==> config.mk <==
export PLATFORM = sky130hd
export DESIGN_NAME = cacheline_adapter
export DESIGN_NICKNAME = d
export VERILOG_FILES = /design/src/rtl/mem_types_pkg.sv /design/src/rtl/line_beat_buf.sv /design/src/rtl/cacheline_adapter.sv
export SDC_FILE = /design/constraint.sdc
export NUM_CORES = 1
export LEC_CHECK = 0
export ABC_CLOCK_PERIOD_IN_PS = 22700
export CAP_MARGIN = 10
export CORE_AREA = 2 2 294 296
export CTS_CLUSTER_DIAMETER = 100
export DETAILED_ROUTE_END_ITERATION = 8
export DIE_AREA = 0 0 296 298
export DONT_BUFFER_PORTS = 1
export GPL_TIMING_DRIVEN = 0
export PLACE_DENSITY = 0.56
export SLEW_MARGIN = 20
export SYNTH_ARGS = -nofsm -noshare
export SYNTH_HDL_FRONTEND = slang
export SYNTH_SLANG_ARGS = --single-unit
==> constraint.sdc <==
create_clock -name clk -period 22.7 [get_ports clk]
set_clock_uncertainty 0.05 [all_clocks]
set_input_delay 5.675 -clock clk [delete_from_list [all_inputs] [get_ports clk]]
set_output_delay 5.675 -clock clk [all_outputs]
set_load 0.005 [all_outputs]
==> src/rtl/mem_types_pkg.sv <==
// Shared memory-side types for the cache line adapter: line/beat geometry and
// the adapter FSM state encoding.
package mem_types_pkg;

  localparam int LINE_W  = 256;
  localparam int BEAT_W  = 64;
  localparam int BEATS   = LINE_W / BEAT_W;
  localparam int BEAT_IW = $clog2(BEATS);

  typedef enum logic [2:0] {
    IDLE    = 3'd0,
    RD_REQ  = 3'd1,
    RD_DATA = 3'd2,
    WR_DATA = 3'd3,
    DONE    = 3'd4
  } state_t;

endpackage

==> src/rtl/line_beat_buf.sv <==
// Line register with beat-indexed read/write ports, plus a committed copy of
// the last fully assembled read line.
module line_beat_buf #(
  parameter int LINE_W = 256,
  parameter int BEAT_W = 64,
  parameter int IW     = $clog2(LINE_W / BEAT_W)
) (
  input  logic              clk,
  input  logic              rst,
  input  logic              load,
  input  logic [LINE_W-1:0] load_line,
  input  logic              wr_en,
  input  logic [IW-1:0]     wr_beat,
  input  logic [BEAT_W-1:0] wr_data,
  input  logic              commit,
  input  logic [IW-1:0]     rd_beat,
  output logic [BEAT_W-1:0] rd_data,
  output logic [LINE_W-1:0] line_out
);

  logic [LINE_W-1:0] line;
  logic [LINE_W-1:0] merged;

  // merged includes the beat being written this cycle, so a commit on the
  // final beat captures the complete line in one edge.
  always_comb begin
    merged = line;
    if (wr_en) merged[wr_beat*BEAT_W +: BEAT_W] = wr_data;
  end

  always_ff @(posedge clk or posedge rst) begin
    if (rst) begin
      line     <= '0;
      line_out <= '0;
    end else begin
      if (load)       line <= load_line;
      else if (wr_en) line <= merged;
      if (commit)     line_out <= merged;
    end
  end

  assign rd_data = line[rd_beat*BEAT_W +: BEAT_W];

endmodule

==> src/rtl/cacheline_adapter.sv <==
// Converts whole-line read/write requests into a burst of memory beats:
// one read command then tagged returning beats, or a stream of write beats.
module cacheline_adapter #(
  parameter int LINE_W = mem_types_pkg::LINE_W,
  parameter int BEAT_W = mem_types_pkg::BEAT_W
) (
  input  logic              clk,
  input  logic              rst,
  input  logic [31:0]       up_addr,
  input  logic              up_read,
  input  logic              up_write,
  input  logic [LINE_W-1:0] up_wdata,
  output logic              up_ready,
  output logic [LINE_W-1:0] up_rdata,
  output logic              up_rvalid,
  output logic              up_wdone,
  output logic [31:0]       bmem_addr,
  output logic              bmem_read,
  output logic              bmem_write,
  output logic [BEAT_W-1:0] bmem_wdata,
  input  logic              bmem_ready,
  input  logic [31:0]       bmem_raddr,
  input  logic [BEAT_W-1:0] bmem_rdata,
  input  logic              bmem_rvalid,
  output logic [2:0]        fsm_state
);
  import mem_types_pkg::*;

  localparam int            IW        = $clog2(LINE_W / BEAT_W);
  localparam logic [IW-1:0] LAST_BEAT = IW'(LINE_W / BEAT_W - 1);
  localparam logic [31:0]   ADDR_MASK = 32'hFFFF_FFE0;

  state_t            state;
  logic [IW-1:0]     beat;
  logic [31:0]       addr;
  logic              beat_hit;
  logic              commit;
  logic [BEAT_W-1:0] beat_data;

  // Handshakes: a command (bmem_read) or write beat (bmem_write) transfers on
  // a rising edge where bmem_ready=1; a read beat transfers on any edge with
  // bmem_rvalid=1 and a matching bmem_raddr; upstream requests transfer on an
  // edge where up_ready=1, and the caller must hold them until then.
  assign beat_hit = (state == RD_DATA) && bmem_rvalid && (bmem_raddr == addr);
  assign commit   = beat_hit && (beat == LAST_BEAT);

  line_beat_buf #(
    .LINE_W (LINE_W),
    .BEAT_W (BEAT_W),
    .IW     (IW)
  ) u_buf (
    .clk       (clk),
    .rst       (rst),
    .load      ((state == IDLE) && up_write),
    .load_line (up_wdata),
    .wr_en     (beat_hit),
    .wr_beat   (beat),
    .wr_data   (bmem_rdata),
    .commit    (commit),
    .rd_beat   (beat),
    .rd_data   (beat_data),
    .line_out  (up_rdata)
  );

  always_ff @(posedge clk or posedge rst) begin
    if (rst) begin
      state      <= IDLE;
      beat       <= '0;
      addr       <= '0;
      up_ready   <= 1'b1;
      bmem_read  <= 1'b0;
      bmem_write <= 1'b0;
      up_rvalid  <= 1'b0;
      up_wdone   <= 1'b0;
    end else begin
      case (state)
        IDLE: begin
          // A write wins over a simultaneous read; that read is dropped.
          if (up_write) begin
            addr       <= up_addr & ADDR_MASK;
            beat       <= '0;
            bmem_write <= 1'b1;
            up_ready   <= 1'b0;
            state      <= WR_DATA;
          end else if (up_read) begin
            addr      <= up_addr & ADDR_MASK;
            bmem_read <= 1'b1;
            up_ready  <= 1'b0;
            state     <= RD_REQ;
          end
        end
        RD_REQ: begin
          if (bmem_ready) begin
            bmem_read <= 1'b0;
            beat      <= '0;
            state     <= RD_DATA;
          end
        end
        RD_DATA: begin
          if (beat_hit) begin
            beat <= beat + IW'(1);
            if (beat == LAST_BEAT) begin
              up_rvalid <= 1'b1;
              state     <= DONE;
            end
          end
        end
        WR_DATA: begin
          if (bmem_ready) begin
            beat <= beat + IW'(1);
            if (beat == LAST_BEAT) begin
              bmem_write <= 1'b0;
              up_wdone   <= 1'b1;
              state      <= DONE;
            end
          end
        end
        DONE: begin
          up_rvalid <= 1'b0;
          up_wdone  <= 1'b0;
          up_ready  <= 1'b1;
          state     <= IDLE;
        end
        default: state <= IDLE;
      endcase
    end
  end

  assign bmem_addr  = addr;
  assign bmem_wdata = bmem_write ? beat_data : '0;
  assign fsm_state  = state;

endmodule
### After elaboration in Yosys (flattened, before gate mapping)

Cells that the tools add are included.
Widths: inputs -> output; s select.

* output and inout bits: 360
* logic and storage cells: 86
* register bits after elaboration: 554

* equality and inequality tests: 15
* reductions and logical operators: 21
* muxes and demuxes: 35
* shift operators: 3
* $add $sub $neg: 2

Operators with widths (number)
* $mux 256: 3
* $bwmux 256: 1
* $shift 64x34->256 const A: 1
* $shiftx 256x9->64: 1
* $shiftx 64x34->256: 1
* $mux 32: 2
* $mux 64: 1
* $neg 8->34: 1
* $eq 32x32->1: 1
* $mux 3: 6
* $ne 2x2->1 const B: 7
* $reduce_bool 2->1: 7
* $pmux 3 s4: 1
* $reduce_and 4->1: 3
* $mux 1: 11
* $pmux 1 s2: 5
* $mux 2: 4
* $pmux 2 s4: 1
* $eq 3x2->1 const B: 2
* $reduce_and 3->1: 2
* $reduce_and 5->1: 1
* $logic_and 1x1->1: 4
* $reduce_and 2->1: 2
* $reduce_bool 4->1: 1
* other kinds (7): 7

### Longest topological paths before layout

Gate-level depths: netlist (run 1).

* word-level depth: 6
* gate-level depth with buffers: 10
* gate-level depth less buffers: 6

### Hierarchy

From an unflattened synthesis (run 1), not the netlist that was laid out.

* cells, all modules: 2687
* area total of the unflattened synthesis: 27301.2 sq um

By module, submodules not included
* line_beat_buf: area each 24835.1 sq um, cells each 2435, seq. area each 12812.3 sq um, times used 1
* cacheline_adapter: area each 2466.1 sq um, cells each 252, seq. area each 927.1 sq um, times used 1

### Least setup slack after synthesis (run 1)

Ideal clock, no wire load.

* kind: register to output
* start point: register beat[0]
* end point: output port bmem_wdata[14]
* path slack: 14.721 ns
* arrival time: 2.254 ns
* data required time: 16.975 ns
* cell stages (with the launch flop): 6
* cell sequence: dfrtp_1 -> clkbuf_1 -> buf_1 -> buf_1 -> mux4_2 -> and2_1

* longest elaborated chain between the ends: 2

Ends and longest elaborated chain
* start, declared: line cacheline_adapter.sv:34 `logic [IW-1:0] beat;`
* start signal, assigned: line cacheline_adapter.sv:101 `beat <= beat + IW'(1);`
* start signal, assigned: line cacheline_adapter.sv:110 `beat <= beat + IW'(1);`
* $shiftx 256x9->64: line line_beat_buf.sv:42 `assign rd_data = line[rd_beat*BEAT_W +: BEAT_W];`
* $mux 64: line cacheline_adapter.sv:130 `assign bmem_wdata = bmem_write ? beat_data : '0;`
* end, declared: line cacheline_adapter.sv:20 `output logic [BEAT_W-1:0] bmem_wdata,`

No other way between the ends.

### Worst setup path after layout (run 1)

* start point: input port bmem_raddr[29]
* end point: register u_buf.line_out[10]

* longest elaborated chain between the ends: 3
* elaborated cells on any way between the ends: 4
* those cells by class: eq/ne: 1; mux: 1; reduce/logical: 2

Ends and longest elaborated chain
* start, declared: line cacheline_adapter.sv:22 `input logic [31:0] bmem_raddr,`
* $eq 32x32->1 *: line cacheline_adapter.sv:44 `assign beat_hit = (state == RD_DATA) && bmem_rvalid && (bmem_raddr == addr);`
* $logic_and 1x1->1 *: line cacheline_adapter.sv:44
* $mux 256 / $logic_and 1x1->1 (equally long branches): line line_beat_buf.sv:28, cacheline_adapter.sv:45
* end signal, assigned: line line_beat_buf.sv:38 `if (commit) line_out <= merged;`
* end, declared: line line_beat_buf.sv:18 `output logic [LINE_W-1:0] line_out`

Mark *: on every way between the ends. The rest lies on a longest branch, timed or not.
A chain may end at the register's enable or synchronous reset.

==> flow_metrics.py, run 1 <==
metrics = {
    "setup_path": {
        "reg2reg_depth": 9,
        "endpoint_kind": "flop",
        "reg2reg_setup_slack_ns": 17.76,
        "cp_data_arrival_time_ns": 9.65,
        "worst_setup_path_start_kind": "input pin",
        "path_max_fanout": 10,
        "crit_path_cell_trace": "xnor2_1 > nand4_1 > nor4_1 > nand4_1 > buf_6 > clkbuf_1 > clkbuf_2 > buf_16 > clkbuf_2 > clkbuf_1 > nand2_1 > o21ai_0",
        "critical_path_class": "in2reg",
        "critPathBufInv": 6,
        "slowest_delay_ns": 0.50,
        "cp_slowest_cell": "clkbuf_1",
        "crit_family": "buffers and inverters",
        "worstPathRequired_ns": 23.11,
        "r2r-start": "beat[1]",
        "r2r-end": "u_buf.line_out[37]",
    },
    "timing": {
        "finalCriticalPeriod_ns": 9.239,
        "timing.final.setup_violations": 0,
        "hold_viol": 0,
        "slew_violations": 0,
        "holdWs_ns": 0.4548,
        "period_share_pct": 40.70,
        "max_freq_mhz": 108.2,
        "worstMarginPinSlew_ns": 1.167,
        "fin_ws_ns": 13.46,
        "max-slew-margin-rel_pct": 22.17,
        "rsz0062_at_grt": "false",
    },
    "cts": {
        "cts_tree": "yes",
        "cts_made_buffers": 70,
        "htreeDepth": 3,
        "clk_pin_slew_worst_paths_ns": 0.05,
        "cts_setup_buffers": 0,
        "clk_latency_ns": 0.62,
        "cts_root_buf": "clkbuf_16",
        "cts-hold-fix-buffers": 0,
        "clk_path_buf_depth": 3,
        "clkSinkCount": 549,
        "ctsResizeCount": 0,
    },
    "drt": {
        "route.detailed.drc": 0,
        "ant_nets": 0,
        "via_per_inst": 5.712,
        "drtIter0Drc": 1976,
        "avgRoutedWirePerCell_um": 31.85,
        "num_vias": 22700,
        "wl_um": 126600,
        "firstDrtPassIters": 6,
    },
    "logic_synthesis": {
        "ys_seq_elements": 549,
        "netlist_instances": 2636,
        "synth_cell_type_count": 44,
        "synth-edff-count": 0,
        "syn_area_um2": 27360,
        "avgSynthCellArea_um2": 10.38,
        "synth_ff_type": "dfrtp_1",
        "seq_area_frac_synth_pct": 50.22,
        "yosys_warnings": 0,
        "async_reset_ff_share_pct": 100.0,
    },
    "cells_and_area": {
        "final_cell_mix": "dfrtp_1, and2_1, nand2_1, o21ai_0, nor2b_1",
        "final_common_cell": "dfrtp_1",
        "layout-drive-gt1-share_pct": 10.96,
        "area_growth_syn_to_layout_pct": 15.95,
        "nNetsFinal": 3122,
        "nFillCells": 8600,
        "final_util_pct": 37.37,
    },
    "pwr": {
        "peakVddDrop_mv": 0.05854,
        "p_leak_uw": 0.01328,
        "power_density_nw_per_um2": 130.7,
    },
    "die": {
        "start_util_pct": 32.23,
        "core_um2": 84880,
        "dieHeight_um": 298,
        "die_x_um": 296,
        "ios": 750,
        "die_area_um2": 88210,
        "rows": 107,
    },
    "grt": {
        "grt_max_degree": 101,
        "grt_pass1_vias": 22210,
        "grt-ovfl-total": 0,
        "grt_pass1_wl_um": 176600,
        "antenna_found_initial": 58,
        "grt.total_usage_pct": 28.04,
    },
    "min_path": {
        "hold_path_end": "u_buf.line_out[102]",
        "min_path_cells": 2,
        "min_path_type": "reg2reg",
        "hold_start": "u_buf.line_out[102]",
    },
    "place": {
        "port_buffers": 0,
        "finalWeightedCongestion": 0.9309,
        "hpwl_um": 93390,
        "pre_cts_ws_ns": 12.76,
    },
    "job": {
        "max_cap_violations": 0,
    },
    "outcome": {
        "status": "complete, no violations",
    },
}
[where the power goes]
group / internal (µW) / total, µW / leakage (µW) / switching (µW)
clock: 708 / 1180 / 0.00120 / 474
sequential: 1230 / 1460 / 0.00721 / 237
combinational: 716 / 1500 / 0.00486 / 784
total: 2650 / 4140 / 0.0133 / 1500
[cell usage after synthesis (2+ instances only)]
cell type	n	area, µm²
nor2_1	8	30.03
nor2b_1	259	1620
a21oi_4	4	65.06
mux4_2	64	1441
xnor2_1	27	236.5
and3_1	2	12.51
buf_2	4	20.02
ha_1	6	75.07
dfrtp_1	548	13710
nand2_1	263	987.2
or2_2	2	12.51
and2_1	324	2027
o21ai_0	261	1306
inv_1	7	26.28
buf_1	60	225.2
buf_6	25	281.5
nor4bb_1	2	20.02
buf_4	23	172.7
mux2_2	27	304.0
a221o_1	256	2562
o211ai_1	2	15.01
clkbuf_1	177	664.4
nand4_1	8	50.05
a21oi_1	257	1286
[kinds of logic (layout without fill, tap and decap cells)]
| family | Yosys count | count (layout) | synth area share [%] |
|---|---|---|---|
| DFF | 549 | 549 | 50.22 |
| other | 1 | 53 | 0.01371 |
| AOI/OAI and AO/OA | 790 | 790 | 19.42 |
| xor gates and xnor gates | 27 | 27 | 0.8644 |
| muxes | 91 | 91 | 6.380 |
| and+or+nand+nor | 876 | 876 | 17.74 |
| buffers and inverters | 296 | 438 | 5.081 |
| adders and majority gates | 6 | 6 | 0.2744 |
[final cells by class]
| cell class | instances | area [µm²] | share of cell area, % |
|---|---|---|---|
| clock buffers | 103 | 2118 | 6.678 |
| flip-flops and latches | 549 | 13740 | 43.32 |
| inverters | 7 | 33.78 | 0.1065 |
| plain buffers | 289 | 1388 | 4.375 |
| multi-input cells | 1795 | 12250 | 38.62 |
| well taps | 1144 | 1431 | 4.513 |
| diodes | 48 | 120.1 | 0.3787 |
| repair buffers | 14 | 340.3 | 1.073 |
| clock inverters | 25 | 297.8 | 0.9388 |
[tightest hold or removal path, cell delays in order, from the launching register on]
cell and delay, ns:
dfrtp_1 0.36, nand2_1 0.05, o21ai_0 0.06
[worst max path at each step]
stage | from | to | slack (ns) | cells after the start
after floorplan | rst | beat[0] | 1.63 | 1
after global placement | rst | u_buf.line_out[83] | -5.93 | 1
after detailed placement | bmem_raddr[29] | u_buf.line_out[4] | 12.76 | 12
after CTS | beat[0] | bmem_wdata[62] | 13.25 | 6
after global routing | bmem_raddr[29] | u_buf.line_out[250] | 13.27 | 12
final | bmem_raddr[29] | u_buf.line_out[10] | 13.46 | 12
[per-layer routing]
layer,track usage (%),up-vias,wire length [µm]
met5,0,-,120
met4,11.88,20,5506
met3,8.467,255,12080
met2,45.85,1118,60830
met1,34.18,11710,48030
li1,-,9599,-
[per-stage QoR]
step / TNS, ns / total power, µW / instances / instance area, µm²
after floorplan: 0 / 2439 / 2640 / 27370
after global placement: -3206.00 / 2931 / 3784 / 28800
after CTS: 0 / 4154 / 3926 / 31600
after detailed placement: 0 / 2965 / 3798 / 29180
final: 0 / 4145 / 3974 / 31720
after global routing: 0 / 4336 / 3958 / 31680
[flip-flops by register name (all words and copies together), names as in the netlist]
name,count
u_buf.line,256
u_buf.line_out,256
bmem_addr,27
fsm_state,3
beat,2
bmem_read,1
bmem_write,1
up_ready,1
up_rvalid,1
up_wdone,1
No activity file was read; power rests on OpenSTA's default activity.
==> run 2, diff against run 1 <==
- ABC_CLOCK_PERIOD_IN_PS: 22700 -> 9500
- clock period: 22.7 -> 9.5 ns (I/O delays scaled with it)
==> flow_metrics.py, run 2 (synthesized netlist as in run 1, its figures left out) <==
metrics = {
    "drt": {
        "avgRoutedWirePerCell_um": 31.58,
        "num_vias": 22550,
        "via_per_inst": 5.656,
        "firstDrtPassIters": 7,
        "wl_um": 125900,
        "route.detailed.drc": 0,
        "drtIter0Drc": 1904,
        "ant_nets": 0,
    },
    "die": {
        "die_x_um": 296,
        "rows": 107,
        "die_area_um2": 88210,
        "start_util_pct": 32.23,
        "ios": 750,
        "dieHeight_um": 298,
        "core_um2": 84880,
    },
    "place": {
        "dp.cells": 3813,
        "hpwl_um": 94560,
        "pre_cts_ws_ns": 3.055,
        "finalWeightedCongestion": 0.9076,
        "port_buffers": 0,
    },
    "pwr": {
        "power.switching_uw": 3511,
        "p_int_uw": 6285,
        "peakVddDrop_mv": 0.1448,
        "clkPwrFrac_pct": 27.9,
        "power_density_nw_per_um2": 306.8,
        "p_leak_uw": 0.01335,
        "power_frac_comb_pct": 36.5,
        "p_seq_share_pct": 35.7,
        "switching_share_pct": 35.84,
    },
    "grt": {
        "grt-ovfl-total": 0,
        "grt_max_degree": 33,
        "antenna_found_initial": 64,
        "grt_pass1_vias": 22510,
        "grt.total_usage_pct": 27.93,
        "grt_pass1_wl_um": 175700,
    },
    "cts": {
        "cts_root_buf": "clkbuf_16",
        "cts_setup_buffers": 0,
        "clk_path_buf_depth": 3,
        "cts_made_buffers": 69,
        "htreeDepth": 3,
        "clkSinkCount": 549,
        "cts-hold-fix-buffers": 0,
        "ctsResizeCount": 0,
        "cts_tree": "yes",
        "clk_latency_ns": 0.61,
        "clk_pin_slew_worst_paths_ns": 0.05,
    },
    "cells_and_area": {
        "nNetsFinal": 3137,
        "layout-drive-gt1-share_pct": 11.09,
        "area_growth_syn_to_layout_pct": 16.72,
        "fin_cells": 3986,
        "final_common_cell": "dfrtp_1",
        "nFillCells": 8578,
        "final_cell_mix": "dfrtp_1, and2_1, nand2_1, o21ai_0, nor2b_1",
    },
    "timing": {
        "slew_violations": 0,
        "worstMarginPinSlew_ns": 1.151,
        "max_freq_mhz": 164.8,
        "finalCriticalPeriod_ns": 6.067,
        "hold_viol": 0,
        "fin_ws_ns": 3.433,
        "holdWs_ns": 0.4536,
        "timing.final.setup_violations": 0,
        "max-slew-margin-rel_pct": 23.30,
        "rsz0062_at_grt": "false",
        "period_share_pct": 63.86,
    },
    "setup_path": {
        "endpoint_kind": "primary output",
        "slowest_delay_ns": 0.91,
        "cp_data_arrival_time_ns": 3.64,
        "worst_setup_path_start_kind": "flop",
        "cp_slowest_cell": "buf_1",
        "worstPathRequired_ns": 7.08,
        "crit_path_cell_trace": "buf_1 > clkbuf_1 > mux4_2 > and2_1",
        "critical_path_class": "reg2out",
        "crit_family": "buffers and inverters",
        "critPathBufInv": 2,
        "path_max_fanout": 10,
    },
    "min_path": {
        "min_path_type": "reg2reg",
    },
    "job": {
        "max_cap_violations": 0,
    },
    "outcome": {
        "status": "complete, no violations",
    },
}
-- run 2: cell count changes in the layout (fill, tap and decap cells not counted), sizes merged --
cell,change
inv,-3
clkinvlp,+1
buf,+16
diode,+8
clkinv,-8
bufinv,-2
-- run 2: per-layer routing --
layer / part of all wire (%) / GRT usage [%]
met4: 4.2 / 11.78
met1: 39 / 33.69
met5: 0.069 / 0
met2: 48 / 46.28
met3: 8.7 / 8.206
-- run 2: final cells by class --
class	instances	area [µm²]	share of cell area, %
buffer	289	1386	4.342
tap	1144	1431	4.483
sequential	549	13740	43.03
timing repair buffer	30	644.4	2.018
clock buffer	103	2140	6.701
multi-input combinational	1795	12250	38.37
clock inverter	13	167.7	0.5251
antenna	56	140.1	0.4389
inverter	7	30.03	0.09405
-- run 2: power by group through the flow --
stage | logic [µW] | clock network (µW) | registers [µW]
final | 3570 | 2730 | 3490
after global routing | 3860 | 2850 | 3550
after CTS | 3590 | 2760 | 3470
after detailed placement | 3570 | 0 | 3510
after global placement | 3480 | 0 | 3510
after floorplan | 2560 | 0 | 3270
-- run 2: stage by stage --
| stage | TNS [ns] | util [%] | power (µW) | area [µm²] |
|---|---|---|---|---|
| detailed placement | 0 | 34.72 | 7084 | 29470 |
| global placement | -2280.94 | 33.94 | 6983 | 28810 |
| global route | 0 | 37.58 | 10260 | 31890 |
| finish | 0 | 37.62 | 9796 | 31930 |
| CTS | 0 | 37.43 | 9824 | 31770 |
| floorplan | -215.94 | - | 5828 | 27380 |
-- run 2: tightest hold or removal path, stage by stage (launching register included) --
cell	delay, ns
dfrtp_1	0.36
nand2_1	0.05
o21ai_0	0.06
-- run 2: final timing paths --
path                                startpoint                   to  slack [ns]  cells past startpoint
min in group asynchronous                  rst  u_buf.line_out[113]        1.67                      1
hold reg to reg            u_buf.line_out[232]  u_buf.line_out[232]        0.45                      2
setup / recovery                       beat[1]       bmem_wdata[60]        3.43                      4
hold / removal             u_buf.line_out[232]  u_buf.line_out[232]        0.45                      2
setup reg to reg                       beat[1]  u_buf.line_out[189]        4.42                      9
max in group asynchronous                  rst   u_buf.line_out[76]        6.21                      6
